==> src/rtl/bus_line_fill_pkg.sv <==
// Shared types and constants for the bus_line_fill cache-line fill engine.
// Package name: bus_fill_pkg.
package bus_fill_pkg;

  // Fill engine FSM states.
  typedef enum logic [1:0] {
    IDLE = 2'd0,
    REQ  = 2'd1,
    RESP = 2'd2,
    DONE = 2'd3
  } fill_state_t;

  // Default geometry: 8 beats of 64 bits give a 64-byte line.
  localparam int DEF_BUS_DATA_WIDTH = 64;
  localparam int DEF_LINE_BEATS     = 8;
  localparam int LINE_BYTES         = DEF_LINE_BEATS * DEF_BUS_DATA_WIDTH / 8;
  localparam int OFFSET_BITS        = $clog2(DEF_LINE_BEATS);

  // Memory read: read bit set, memory type 4'b0001, all other fields zero.
  localparam logic [12:0] READ_TAG_DEF = 13'h1100;

  // Clear the in-line byte offset of an address.
  function automatic logic [63:0] line_align(input logic [63:0] addr,
                                             input int          line_bytes);
    return addr & ~(64'(line_bytes) - 64'd1);
  endfunction

endpackage

==> src/rtl/bus_line_fill_if.sv <==
// Sysbus master-port signal bundle used by the line fill engine.
// master: the fill engine; slave: the bus / memory side.
interface bus_line_fill_if #(
  parameter int BUS_DATA_WIDTH = 64,
  parameter int BUS_TAG_WIDTH  = 13
) ();

  logic                      bus_reqcyc;
  logic [BUS_DATA_WIDTH-1:0] bus_req;
  logic [BUS_TAG_WIDTH-1:0]  bus_reqtag;
  logic                      bus_reqack;
  logic                      bus_respcyc;
  logic [BUS_DATA_WIDTH-1:0] bus_resp;
  logic [BUS_TAG_WIDTH-1:0]  bus_resptag;
  logic                      bus_respack;

  modport master (
    output bus_reqcyc,
    output bus_req,
    output bus_reqtag,
    input  bus_reqack,
    input  bus_respcyc,
    input  bus_resp,
    input  bus_resptag,
    output bus_respack
  );

  modport slave (
    input  bus_reqcyc,
    input  bus_req,
    input  bus_reqtag,
    output bus_reqack,
    output bus_respcyc,
    output bus_resp,
    output bus_resptag,
    input  bus_respack
  );

endinterface

==> src/rtl/bus_line_fill_line_buffer.sv <==
// Line buffer: LINE_BEATS x BUS_DATA_WIDTH register file, one indexed write
// port and a flat read-out where beat i sits at [i*BUS_DATA_WIDTH +: BUS_DATA_WIDTH].
module line_buffer #(
  parameter int BUS_DATA_WIDTH = 64,
  parameter int LINE_BEATS     = 8,
  parameter int IDX_W          = $clog2(LINE_BEATS)
) (
  input  logic                                 clk,
  input  logic                                 reset,
  input  logic                                 we,
  input  logic [IDX_W-1:0]                     widx,
  input  logic [BUS_DATA_WIDTH-1:0]            wdata,
  output logic [BUS_DATA_WIDTH*LINE_BEATS-1:0] rdata
);

  logic [LINE_BEATS-1:0][BUS_DATA_WIDTH-1:0] mem_q;
  logic [LINE_BEATS-1:0][BUS_DATA_WIDTH-1:0] mem_d;

  // Next-state: overwrite only the addressed beat on a write.
  always_comb begin
    mem_d = mem_q;
    if (we) begin
      mem_d[widx] = wdata;
    end else begin
      mem_d = mem_q;
    end
  end

  // Storage flops, cleared on reset.
  always_ff @(posedge clk or posedge reset) begin
    if (reset) begin
      mem_q <= '0;
    end else begin
      mem_q <= mem_d;
    end
  end

  assign rdata = mem_q;

endmodule

==> src/rtl/bus_line_fill.sv <==
// bus_line_fill: cache-line fill engine. Accepts one fill request, issues a
// single read on the Sysbus, collects LINE_BEATS response beats into the line
// buffer and hands the whole line to the cache with a valid/ready handshake.
// Optional feature macro: FILL_CRIT_WORD_EN (critical-word early strobe).
module bus_line_fill
  import bus_fill_pkg::*;
#(
  parameter int                     BUS_DATA_WIDTH = DEF_BUS_DATA_WIDTH,
  parameter int                     BUS_TAG_WIDTH  = 13,
  parameter int                     LINE_BEATS     = DEF_LINE_BEATS,
  parameter logic [BUS_TAG_WIDTH-1:0] READ_TAG     = BUS_TAG_WIDTH'(READ_TAG_DEF)
) (
  input  logic                                 clk,
  input  logic                                 reset,
  // fill request from the caches
  input  logic                                 fill_valid,
  output logic                                 fill_ready,
  input  logic [63:0]                          fill_addr,
  // completed line to the caches
  output logic                                 line_valid,
  input  logic                                 line_ready,
  output logic [63:0]                          line_addr,
  output logic [BUS_DATA_WIDTH*LINE_BEATS-1:0] line_data,
  // Sysbus master port
  bus_line_fill_if.master                      bus,
  // critical word
  output logic                                 crit_valid,
  output logic [BUS_DATA_WIDTH-1:0]            crit_data
);

  localparam int IDX_W      = $clog2(LINE_BEATS);
  localparam int BEAT_SHIFT = $clog2(BUS_DATA_WIDTH / 8);
  localparam int LINE_SIZE  = LINE_BEATS * BUS_DATA_WIDTH / 8;
  localparam logic [IDX_W-1:0] LAST_BEAT = IDX_W'(LINE_BEATS - 1);

  fill_state_t               state_q, state_d;
  logic [IDX_W-1:0]          cnt_q, cnt_d;
  logic [63:0]               line_addr_q, line_addr_d;
  logic                      fill_ready_q, fill_ready_d;
  logic                      line_valid_q, line_valid_d;
  logic                      reqcyc_q, reqcyc_d;
  logic [BUS_DATA_WIDTH-1:0] req_q, req_d;
  logic [BUS_TAG_WIDTH-1:0]  reqtag_q, reqtag_d;
  logic                      beat_s;

  // A beat is consumed only while collecting the response.
  assign beat_s = (state_q == RESP) && bus.bus_respcyc;

  // Next-state, counter and registered-output computation.
  always_comb begin
    state_d     = state_q;
    cnt_d       = cnt_q;
    line_addr_d = line_addr_q;
    case (state_q)
      IDLE: begin
        if (fill_valid) begin
          state_d     = REQ;
          line_addr_d = line_align(fill_addr, LINE_SIZE);
        end else begin
          state_d = IDLE;
        end
      end
      REQ: begin
        if (bus.bus_reqack) begin
          state_d = RESP;
          cnt_d   = '0;
        end else begin
          state_d = REQ;
        end
      end
      RESP: begin
        if (bus.bus_respcyc) begin
          // counter wraps to 0 naturally after the last beat
          cnt_d = cnt_q + IDX_W'(1);
          if (cnt_q == LAST_BEAT) begin
            state_d = DONE;
          end else begin
            state_d = RESP;
          end
        end else begin
          state_d = RESP;
        end
      end
      DONE: begin
        if (line_ready) begin
          state_d = IDLE;
        end else begin
          state_d = DONE;
        end
      end
      default: begin
        state_d = IDLE;
        cnt_d   = '0;
      end
    endcase

    fill_ready_d = (state_d == IDLE);
    line_valid_d = (state_d == DONE);
    reqcyc_d     = (state_d == REQ);
    if (state_d == REQ) begin
      req_d    = BUS_DATA_WIDTH'(line_addr_d);
      reqtag_d = READ_TAG;
    end else begin
      req_d    = '0;
      reqtag_d = '0;
    end
  end

  // FSM state, beat counter, latched address and registered outputs.
  always_ff @(posedge clk or posedge reset) begin
    if (reset) begin
      state_q      <= IDLE;
      cnt_q        <= '0;
      line_addr_q  <= '0;
      fill_ready_q <= 1'b1;
      line_valid_q <= 1'b0;
      reqcyc_q     <= 1'b0;
      req_q        <= '0;
      reqtag_q     <= '0;
    end else begin
      state_q      <= state_d;
      cnt_q        <= cnt_d;
      line_addr_q  <= line_addr_d;
      fill_ready_q <= fill_ready_d;
      line_valid_q <= line_valid_d;
      reqcyc_q     <= reqcyc_d;
      req_q        <= req_d;
      reqtag_q     <= reqtag_d;
    end
  end

  line_buffer #(
    .BUS_DATA_WIDTH (BUS_DATA_WIDTH),
    .LINE_BEATS     (LINE_BEATS),
    .IDX_W          (IDX_W)
  ) u_line_buffer (
    .clk   (clk),
    .reset (reset),
    .we    (beat_s),
    .widx  (cnt_q),
    .wdata (bus.bus_resp),
    .rdata (line_data)
  );

  assign fill_ready      = fill_ready_q;
  assign line_valid      = line_valid_q;
  assign line_addr       = line_addr_q;
  assign bus.bus_reqcyc  = reqcyc_q;
  assign bus.bus_req     = req_q;
  assign bus.bus_reqtag  = reqtag_q;
  // response tag is not inspected: only one request is ever outstanding
  assign bus.bus_respack = beat_s;

`ifdef FILL_CRIT_WORD_EN
  logic [IDX_W-1:0] offset_q, offset_d;

  // Capture the beat index of the requested word when a fill is accepted.
  always_comb begin
    if ((state_q == IDLE) && fill_valid) begin
      offset_d = fill_addr[BEAT_SHIFT +: IDX_W];
    end else begin
      offset_d = offset_q;
    end
  end

  // Critical-word offset register.
  always_ff @(posedge clk or posedge reset) begin
    if (reset) begin
      offset_q <= '0;
    end else begin
      offset_q <= offset_d;
    end
  end

  assign crit_valid = beat_s && (cnt_q == offset_q);
  assign crit_data  = crit_valid ? bus.bus_resp : '0;
`else
  assign crit_valid = 1'b0;
  assign crit_data  = '0;
`endif

endmodule

==> src/flat_wrapper.sv <==
// flat-port wrapper written by rule: the top's interface ports become plain ports
module bus_line_fill_flat import bus_fill_pkg::*;
#(
  parameter int                     BUS_DATA_WIDTH = DEF_BUS_DATA_WIDTH,
  parameter int                     BUS_TAG_WIDTH  = 13,
  parameter int                     LINE_BEATS     = DEF_LINE_BEATS,
  parameter logic [BUS_TAG_WIDTH-1:0] READ_TAG     = BUS_TAG_WIDTH'(READ_TAG_DEF)
)
  (clk, reset, fill_valid, fill_ready, fill_addr, line_valid, line_ready, line_addr, line_data, crit_valid, crit_data, bus_bus_reqcyc, bus_bus_req, bus_bus_reqtag, bus_bus_reqack, bus_bus_respcyc, bus_bus_resp, bus_bus_resptag, bus_bus_respack);
  bus_line_fill_if #(.BUS_DATA_WIDTH(BUS_DATA_WIDTH), .BUS_TAG_WIDTH(BUS_TAG_WIDTH)) bus_i ();
  input  logic clk;
  input  logic reset;
  input  logic fill_valid;
  output logic fill_ready;
  input  logic [63:0] fill_addr;
  output logic line_valid;
  input  logic line_ready;
  output logic [63:0] line_addr;
  output logic [BUS_DATA_WIDTH*LINE_BEATS-1:0] line_data;
  output logic crit_valid;
  output logic [BUS_DATA_WIDTH-1:0] crit_data;
  output wire logic [$bits(bus_i.bus_reqcyc)-1:0] bus_bus_reqcyc;
  output wire logic [$bits(bus_i.bus_req)-1:0] bus_bus_req;
  output wire logic [$bits(bus_i.bus_reqtag)-1:0] bus_bus_reqtag;
  input wire logic [$bits(bus_i.bus_reqack)-1:0] bus_bus_reqack;
  input wire logic [$bits(bus_i.bus_respcyc)-1:0] bus_bus_respcyc;
  input wire logic [$bits(bus_i.bus_resp)-1:0] bus_bus_resp;
  input wire logic [$bits(bus_i.bus_resptag)-1:0] bus_bus_resptag;
  output wire logic [$bits(bus_i.bus_respack)-1:0] bus_bus_respack;
  assign bus_bus_reqcyc = bus_i.bus_reqcyc;
  assign bus_bus_req = bus_i.bus_req;
  assign bus_bus_reqtag = bus_i.bus_reqtag;
  assign bus_i.bus_reqack = bus_bus_reqack;
  assign bus_i.bus_respcyc = bus_bus_respcyc;
  assign bus_i.bus_resp = bus_bus_resp;
  assign bus_i.bus_resptag = bus_bus_resptag;
  assign bus_bus_respack = bus_i.bus_respack;
  bus_line_fill #(.BUS_DATA_WIDTH(BUS_DATA_WIDTH), .BUS_TAG_WIDTH(BUS_TAG_WIDTH), .LINE_BEATS(LINE_BEATS), .READ_TAG(READ_TAG)) u_core (.clk(clk), .reset(reset), .fill_valid(fill_valid), .fill_ready(fill_ready), .fill_addr(fill_addr), .line_valid(line_valid), .line_ready(line_ready), .line_addr(line_addr), .line_data(line_data), .bus(bus_i), .crit_valid(crit_valid), .crit_data(crit_data));
endmodule
==> config.mk <==
export PLATFORM = sky130hd
export DESIGN_NAME = bus_line_fill_flat
export DESIGN_NICKNAME = d
export VERILOG_FILES = /design/src/rtl/bus_line_fill_pkg.sv /design/src/rtl/bus_line_fill_if.sv /design/src/rtl/bus_line_fill_line_buffer.sv /design/src/rtl/bus_line_fill.sv /design/src/flat_wrapper.sv
export SDC_FILE = /design/constraint.sdc
export NUM_CORES = 1
export LEC_CHECK = 0
export CAP_MARGIN = 40
export CORE_AREA = 2 2 335 337
export CTS_CLUSTER_SIZE = 24
export DETAILED_ROUTE_END_ITERATION = 7
export DIE_AREA = 0 0 337 339
export PLACE_DENSITY = 0.54
export SYNTH_ARGS = -nofsm -noshare
export SYNTH_HDL_FRONTEND = slang
export SYNTH_SLANG_ARGS = --single-unit
==> constraint.sdc <==
create_clock -name clk -period 18.4 [get_ports clk]
set_input_delay 1.84 -clock clk [delete_from_list [all_inputs] [get_ports clk]]
set_output_delay 1.84 -clock clk [all_outputs]
set_load 0.1 [all_outputs]
Yosys cells after proc, flatten, opt, wreduce, memory -nomap -nowiden
Index checks and enable logic that the tools add are counted.
- flip-flop bits (word level): 661
- input port bits: 147
- output and inout port bits: 722
- word-level logic and storage cells: 49
- add/sub/neg operators: 1
- order comparisons: 2
- equality and inequality tests: 8
- mux-type cells: 16
- reduce and logical (&&, ||, !) cells: 6
- operators by type and width (kind ; number):
    bitwise mux 512 bit ; 1
    2-to-1 mux 64 bit ; 4
    demux 64 bit (select 3 bit) ; 1
    2-to-1 mux 13 bit ; 1
    case mux 2 bit (4 select lines) ; 1
    == test 2 bit (second input constant) ; 3
    2-to-1 mux 3 bit ; 2
    case mux 3 bit (2 select lines) ; 1
    == test 2 x 1 -> 1 bit (second input constant) ; 2
    logical NOT 2 bit ; 2
    less-than comparator 3 x 4 -> 1 bit (second input constant) ; 1
    2-to-1 mux 2 bit ; 2
    inequality test 2 bit (second input constant) ; 2
    adder 3 x 1 -> 3 bit (second input constant) ; 1
    == test 3 bit (second input constant) ; 1
    >= comparator 3 x 1 -> 1 bit (second input constant) ; 1
    2-to-1 mux 1 bit ; 3
    AND reduction 3 bit ; 1
    logical AND 1 bit ; 2
    nonzero test 2 bit ; 1

Longest topological paths before layout
Gate-level depths: netlist of run 1.
- depth in word-level cells: 6
- mapped depth: 6
- gate-level depth less buffers: 4

Hierarchy
A second synthesis of run 1 with hierarchy kept.
- cells, all modules: 1545
- area total of the unflattened synthesis: 24927.7 sq um
- modules (own cells, without submodules) (module ; times used ; cells an instance ; area each (sq um) ; seq. area each (sq um)):
    line_buffer ; 1 ; 1088 ; 19180.9 ; 12812.3
    bus_line_fill ; 1 ; 457 ; 5746.8 ; 3404.5

Least setup slack after synthesis of run 1
No wires, ideal clock.
- path kind: in2out
- from: input port bus_bus_respcyc
- to: output port bus_bus_respack
- arrival: 2536 ps
- required time: 16560 ps
- slack: 14024 ps
- cell stages on the path: 2
- path through: nand3b_4 inv_1
- cells in the longest elaborated chain, start to end: 1
- ends and longest elaborated chain (what ; RTL line ; text):
    start, declared ; flat_wrapper.sv:26 ; input wire logic [$bits(bus_i.bus_respcyc)-1:0] bus_bus_respcyc;
    logical AND 1 bit ; bus_line_fill.sv:47 ; assign beat_s = (state_q == RESP) && bus.bus_respcyc;
    end, declared ; flat_wrapper.sv:29 ; output wire logic [$bits(bus_i.bus_respack)-1:0] bus_bus_respack;
No other way between the ends.

Worst setup path in the final report of run 1
Ends and elaborated chain as after synthesis.

==> results of run 1 <==
[layer usage]
layer,part of all wire (%),GRT usage (%),vias up
met5,0.014,0,-
met2,51,28.5,757
met4,4.1,6.98,2
met3,6.2,3.87,206
li1,-,-,7857
met1,38,18.6,9240
[registers in the layout, indices dropped and copies added, names as in the netlist]
register,cells
u_core.fill_ready,1
u_core.cnt_q,3
u_core.bus.bus_req,64
u_core.bus.bus_reqtag,1
u_core.state_q,2
u_core.line_valid,1
u_core.line_addr,64
u_core.u_line_buffer.rdata,512
[layout by cell type (no fill, tap or decap), types with 3 or more instances in the layout]
cell type | Yosys | layout
clkdlybuf4s50_1 | 0 | 772
dfrtp_1 | 647 | 647
mux2_2 | 445 | 445
buf_16 | 0 | 381
buf_8 | 0 | 267
mux2_4 | 120 | 120
conb_1 | 1 | 76
clkbuf_16 | 0 | 74
nor2b_1 | 67 | 67
clkinv_2 | 0 | 18
buf_4 | 80 | 18
clkbuf_8 | 0 | 13
bufinv_16 | 0 | 8
nor3b_1 | 8 | 6
clkbuf_1 | 9 | 6
a21oi_1 | 5 | 5
mux2_1 | 5 | 5
buf_12 | 12 | 5
nor2_1 | 4 | 4
clkinvlp_4 | 0 | 4
clkinv_16 | 0 | 4
diode_2 | 0 | 3
nand2_1 | 3 | 3
inv_1 | 4 | 3
[metrics by stage]
stage	utilization (%)	setup WS, ns
final	46.3	13.09
after global routing	46.3	13.04
after CTS	46.3	13.10
after detailed placement	43.9	13.12
after global placement	30.7	12.71
after floorplan	-	7.71
[how the worst min path moves through the flow]
stage	from	to	depth (start not counted)
finish	u_core.u_line_buffer.rdata[7]	u_core.u_line_buffer.rdata[7]	1
global route	u_core.u_line_buffer.rdata[150]	u_core.u_line_buffer.rdata[150]	1
CTS	u_core.u_line_buffer.rdata[7]	u_core.u_line_buffer.rdata[7]	1
detailed placement	u_core.u_line_buffer.rdata[11]	u_core.u_line_buffer.rdata[11]	1
global placement	u_core.u_line_buffer.rdata[154]	u_core.u_line_buffer.rdata[154]	1
floorplan	u_core.state_q[0]	u_core.fill_ready	2
[logic make-up (layout without fill, tap and decap cells)]
| group | count (synthesis) | in the layout | share of synthesized area [%] |
|---|---|---|---|
| AOI/OAI and AO/OA | 10 | 10 | 0.220 |
| adders and majority gates | 2 | 2 | 0.100 |
| buffers and inverters | 153 | 1579 | 4.89 |
| DFF | 648 | 648 | 64.8 |
| muxes | 571 | 571 | 27.5 |
| other | 1 | 79 | 0.0150 |
| and+or+nand+nor | 92 | 92 | 2.46 |
[worst max-delay path: stages]
cell	delay, ns
clkdlybuf4s50_1	0.56
nand3b_4	0.16
inv_1	0.10
clkdlybuf4s50_1	0.60
buf_16	0.20
[layout make-up]
cell class                 count  area share [%]
timing repair buffer        1443            44.0
inverter                       4          0.0367
multi-input combinational    751            15.5
antenna                        3          0.0147
tap                         1488            3.65
clock buffer                  93            4.02
clock inverter                39            1.08
sequential                   648            31.8
==> results.md, run 1 <==
- The run finished with clean final reports.
- The largest total area in the synthesized netlist belongs to dfrtp_1.
- The total number of placement rows is 122.
- The critical-path maximum fanout is 7.
- The total core area is 0.110 mm^2.
- Detailed routing inserted a total of 18,100 vias.
- Fill cells in the final layout number 8,901.
- Of the synthesized area, sequential elements account for 64.8%.
- The initial DRC count is 625.
- The required time of the worst setup path is 16.56 ns.
- The synthesized design contains 648 register bits.
- The final worst hold slack is 0.501 ns.
- The hold-fix buffer count after cts is 0.
- Summed over its instances, the top area cell type makes up 64.7% of the synthesized netlist area.
- Port buffering added 773 buffers.
- The tree is rooted in a clkbuf_16.
- For the pin with the worst max-slew slack, the measured transition is 0.921 ns.
- The critical path ends at bus_bus_respack.
- Synthesis instantiated 31 different standard cells from the library.
- The die extent in x is 337 um.
- The synthesized instance count is 1,477.
- Yosys attributes the largest share of cell area to dfrtp_1 65%, mux2_2 20%, mux2_4 7.2%, buf_4 2.4%, nor2b_1 1.7%.
- The number of maximum-capacitance violations is 0.
- After detailed routing, the number of vias per cell comes to 4.04.
- Cells with a size suffix above 1 make up 46.2% of the layout.
- Of all flip-flops after synthesis, the portion carrying an async set or reset was 100%.
- The number of setup violations in the final report is 0.
- Counting instances in the post-synthesis netlist gives the leading cell types as 647 x dfrtp_1, 445 x mux2_2, 120 x mux2_4.
- Setup repair after global routing left no endpoint under its margin.
- The wire length of the first global-routing pass is 139,000 um.
- Summing all non-filler instances in the final layout gives an area of 0.0511 mm^2.
- After the flow finishes, the layout carries non-filler instances totaling 4,469.
- Before antenna repair, the detailed router went through 4 iterations.
- The placed wire-length estimate is 67,400 um.
- Once placement completed, the tool counted placed cells totaling 4,334.
- The number of clock sinks is 648.
- The final worst-path cycle share is 28.9%.
- At the end of routability-driven placement, the weighted congestion stood at 0.776.
- The height of the chip is 339 um.
- Dividing the synthesized area by the synthesized cell count gives 16.9 um^2.
- At the later pin of the worst-skew pair, clock insertion delay measures 0.64 ns.
- The maximum operating frequency is 0.188 GHz.
- STA classifies the critical path endpoint as an output pin.
- Once the clock tree was built, the setup fixing pass inserted 0 buffers.
- The remaining global-route overflow is 0.
- The number of warning messages in the yosys log is 0.
- The register cell area after layout is 0.0162 mm^2.
- The count of H-tree levels built during CTS is 3.
- The number of global-route vias before repair came to 21,000.
- For the final database, setup skew stands at 0.0222 ns.
- Subtracting the final worst setup slack from the clock period gives 5.31 ns.
- The buffer levels on the longest clock path is 3.
- The sum of negative setup slack is 0 ns.
- The class of the most critical setup path is in2out.
- The worst min-delay path class is reg2reg.
- The initial standard-cell utilization of the core is 22.7%.
- The predominant post-synthesis flop cell is dfrtp_1.
- The relative slew slack is 38.6%.
- The synthesized design contains 0 enable-type register cells.
- The clock tree from TritonCTS is done.
- STA classifies the critical path startpoint as an input pin.
- The largest net degree at the start of global routing is 158.
- Setup slack on the worst reg-to-reg path comes out at 15.52 ns.
- The detail route stage leaves a number of antenna-violating nets equal to 0.
- The worst endpoint data arrival time is 3.47 ns.
- In the final routed layout, each cell accounts on average for 20.9 um.
- The total die area is 0.114 mm^2.
- The hold violation count in the final report is 0.
- The origin of the critical flop-to-flop path is u_core.state_q[0].
- The number of slew-limit violations in the final report is 0.
- The number of antenna violations at the first check in global routing was 7.
- Gates resized during post-CTS repair numbered 0.
- After detailed routing, the total wire length is 93,400 um.
- The number of clock buffers inserted by TritonCTS is 74.
- The timing startpoint of the critical path is bus_bus_respcyc.
- The area growth from synthesis to final layout is 104%.
- Counting cells, the worst reg-to-reg path comes to 4.
- The number of nets at the end of the flow is 3,071.
- After detailed routing, the number of remaining DRC violations is 0.
- The number of top-level pins is 869.
- In the post-synthesis netlist, the cell with the most instances is dfrtp_1.
- The area of the mapped netlist is 0.0250 mm^2.
- Clock-pin slew was measured on the worst setup and hold paths at 0.05 ns.
- The destination of the worst register-to-register timing path is u_core.u_line_buffer.rdata[127].
- The instance area after placement is 0.0485 mm^2.
- The total routing resource utilization after global routing is 16.2%.
- The multi-input combinational cells in the finished layout cover a total of 0.00791 mm^2.
Power of run 1 is not shown: default switching activity piles up to over one toggle a cycle in this logic, so the estimate is an artifact.
==> inputs of run 2 (changes only) <==
clock period = 4.2 ns   (was 18.4 ns; I/O delays follow)
==> run 2 against run 1 <==
  * Global-route usage about the same
  * Sequential cell count unchanged
  * Sequential share of layout area hardly changed
  * Setup slack worse by 11 ns
  * Final cell count barely moved
  * Clock-buffer cell count grew 8
  * Critical path depth down 1
  * Die area unchanged
  * Highest routed layer unchanged
==> results.md, run 2 (synthesis results as in run 1) <==
- The worst min-delay path class is in2async.
- The share of cells above drive strength 1 is 46.1% (-0.098 points).
- The total die area is 0.114 mm^2 (unchanged).
- The number of setup violations in the final report is 0 (unchanged).
- The initial DRC count is 656 (+5.0%).
- The endpoint kind of the worst setup timing path is a register.
- The height of the chip is 339 um (unchanged).
- In the finished design, the share of the clock period the worst path needs comes to 61.8%.
- The wire length of the first global-routing pass is 139,000 um (+0.19%).
- The number of flip-flops under the largest register name is 512 (unchanged).
- The area of the multi-input gates came to 0.00791 mm^2 (unchanged).
- The number of slew-limit violations in the final report is 0 (unchanged).
- The area of all placed cells without fillers was 0.0510 mm^2 (about the same).
- The largest net degree at the start of global routing came to 160 (+1.3%).
- The number of clock sinks is 648 (unchanged).
- The worst setup path is launched from a register.
- The average routed wire per standard cell came to 20.9 um (-0.17%).
- The worst setup margin is 1.60 ns (-11.49 ns).
- The number of top-level pins is 869 (unchanged).
- The last weighted congestion value of the routability-driven placer is 0.776 (about the same).
- The area growth from synthesis to final layout is 104% (about the same).
- The hold-fix buffer count after cts is 0 (unchanged).
- The remaining global-route overflow was 0 (unchanged).
- The clock root buffer master is clkbuf_16.
- The top cell types in the final layout, fill and taps aside, are 771 x clkdlybuf4s50_1, 647 x dfrtp_1, 445 x mux2_2.
- The clock tree from TritonCTS is done.
- The worst path needs 2.60 ns of the cycle, external delays included.
- The buffer levels on the longest clock path is 3 (unchanged).
- The number of antenna violations at the first check in global routing was 6 (-1).
- The leading cell type in the layout, fill and taps excluded is clkdlybuf4s50_1.
- The via count normalized by instance count was 4.02 (-0.54%).
- The count of H-tree levels built during CTS was 3 (unchanged).
- The worst endpoint data arrival time came to 3.09 ns (-0.38 ns).
- The register-to-register path setup slack was 1.60 ns (-13.92 ns).
- The critical-path maximum fanout is 38 (+31).
- The number of maximum-capacitance violations was 0 (unchanged).
- The utilization after layout is 46.2% (about the same).
- The slew at the pin closest to its max-slew limit is 0.930 ns (+0.00951 ns).
- The required time of the worst setup path was 4.69 ns (-11.87 ns).
- The count of buffers from port buffering is 773 (unchanged).
- The post-CTS setup buffer count was 0 (unchanged).
- The number of clock buffers inserted by TritonCTS is 73 (-1.4%).
- The detailed-route DRC error count is 0 (unchanged).
- The instance area after placement is 0.0486 mm^2 (+0.20%).
- Setup repair after global routing left no endpoint under its margin.
- The flow ran to the end, and the final reports show no timing, DRC or antenna violations.
- The total core area was 0.110 mm^2 (unchanged).
- The clock latency reported for the late side of the worst-skew pair was 0.61 ns (-0.03 ns).
- The wire length reported by the detailed router was 93,300 um (-0.15%).
- The sum of negative setup slack came to 0 ns (unchanged).
- The count of cells resized by post-cts repair is 0 (unchanged).
- The initial standard-cell utilization of the core is 22.7% (unchanged).
- The detailed-routing iteration count for the pre-antenna-repair pass is 4 (unchanged).
- The total number of placement rows is 122 (unchanged).
- The count of fill cells added during filler insertion is 8,880 (-0.24%).
- The die extent in x is 337 um (unchanged).
- The total routing resource utilization after global routing came to 16.2% (+0.040 points).
- The class of the most critical setup path is reg2reg.
- The hold violation count in the final report came to 0 (unchanged).
- The remaining antenna violation count after routing is 0 (unchanged).
- The relative slew slack is 38.0% (-0.63 points).
- The total via count in the routed design was 18,000 (-0.51%).
- The placed wire-length estimate is 68,800 um (+2.0%).
- The register cell area after layout is 0.0162 mm^2 (unchanged).
- The number of nets at the end of the flow is 3,077 (+0.20%).
- The worst clock skew is 0.0169 ns (-0.00529 ns).
- The setup slack after placement was 1.27 ns (-11.85 ns).
- Derived from the worst setup path, the maximum achievable clock frequency is 0.385 GHz.
- The number of global-route vias before repair is 21,100 (+0.14%).
- The post-CTS clock slew at the launch and capture registers of the worst setup and hold paths came to 0.06 ns (about the same).
[run 2: changes by cell type in the layout (fill, tap and decap cells not counted), sizes merged]
| cell | previous run | this run |
|---|---|---|
| clkdlybuf4s50 | 772 | 771 |
| clkinv | 25 | 16 |
| clkbuf | 93 | 101 |
| clkinvlp | 4 | 3 |
| bufinv | 8 | 5 |
| buf | 671 | 679 |
| diode | 3 | 2 |
[run 2: path summary, 6_finish.rpt]
path | endpoint | from | depth (start not counted)
worst min-delay path | u_core.u_line_buffer.rdata[248] | reset | 2
worst max register to register | u_core.u_line_buffer.rdata[273] | u_core.state_q[1] | 4
max in group asynchronous | u_core.u_line_buffer.rdata[412] | reset | 3
worst max-delay path | u_core.u_line_buffer.rdata[273] | u_core.state_q[1] | 4
min in group clk | u_core.line_addr[53] | fill_addr[53] | 2
worst min register to register | u_core.u_line_buffer.rdata[153] | u_core.u_line_buffer.rdata[153] | 1
[run 2: final cells by class]
| cell class | instances | share of cell area, % |
|---|---|---|
| antenna | 2 | 0.00981 |
| clock buffer | 101 | 4.12 |
| clock inverter | 26 | 0.696 |
| inverter | 4 | 0.0368 |
| multi-input combinational | 751 | 15.5 |
| sequential | 648 | 31.8 |
| tap | 1488 | 3.65 |
| timing repair buffer | 1450 | 44.2 |
[run 2: per-stage QoR]
step / hold slack (ns) / instances
CTS: 0.101 / 4467
floorplan: 0.482 / 1552
finish: 0.145 / 4470
global route: 0.131 / 4470
global placement: 0.475 / 3695
detailed placement: 0.481 / 4340
[run 2: metal layers]
metal / up-vias / routed length, um / GRT usage (%)
met1: 9163 / 36400 / 19.0
met2: 722 / 47900 / 28.3
met3: 208 / 5250 / 3.74
li1: 7874 / - / -
met5: - / 13 / 0
met4: 2 / 3740 / 6.82
[run 2: critical path, cell delays in order (launching register included)]
cell	delay [ns]
dfrtp_1	0.65
nand3b_4	0.19
or4b_4	0.86
buf_12	0.36
mux2_4	0.36
Power of run 2 is left out for the same reason.
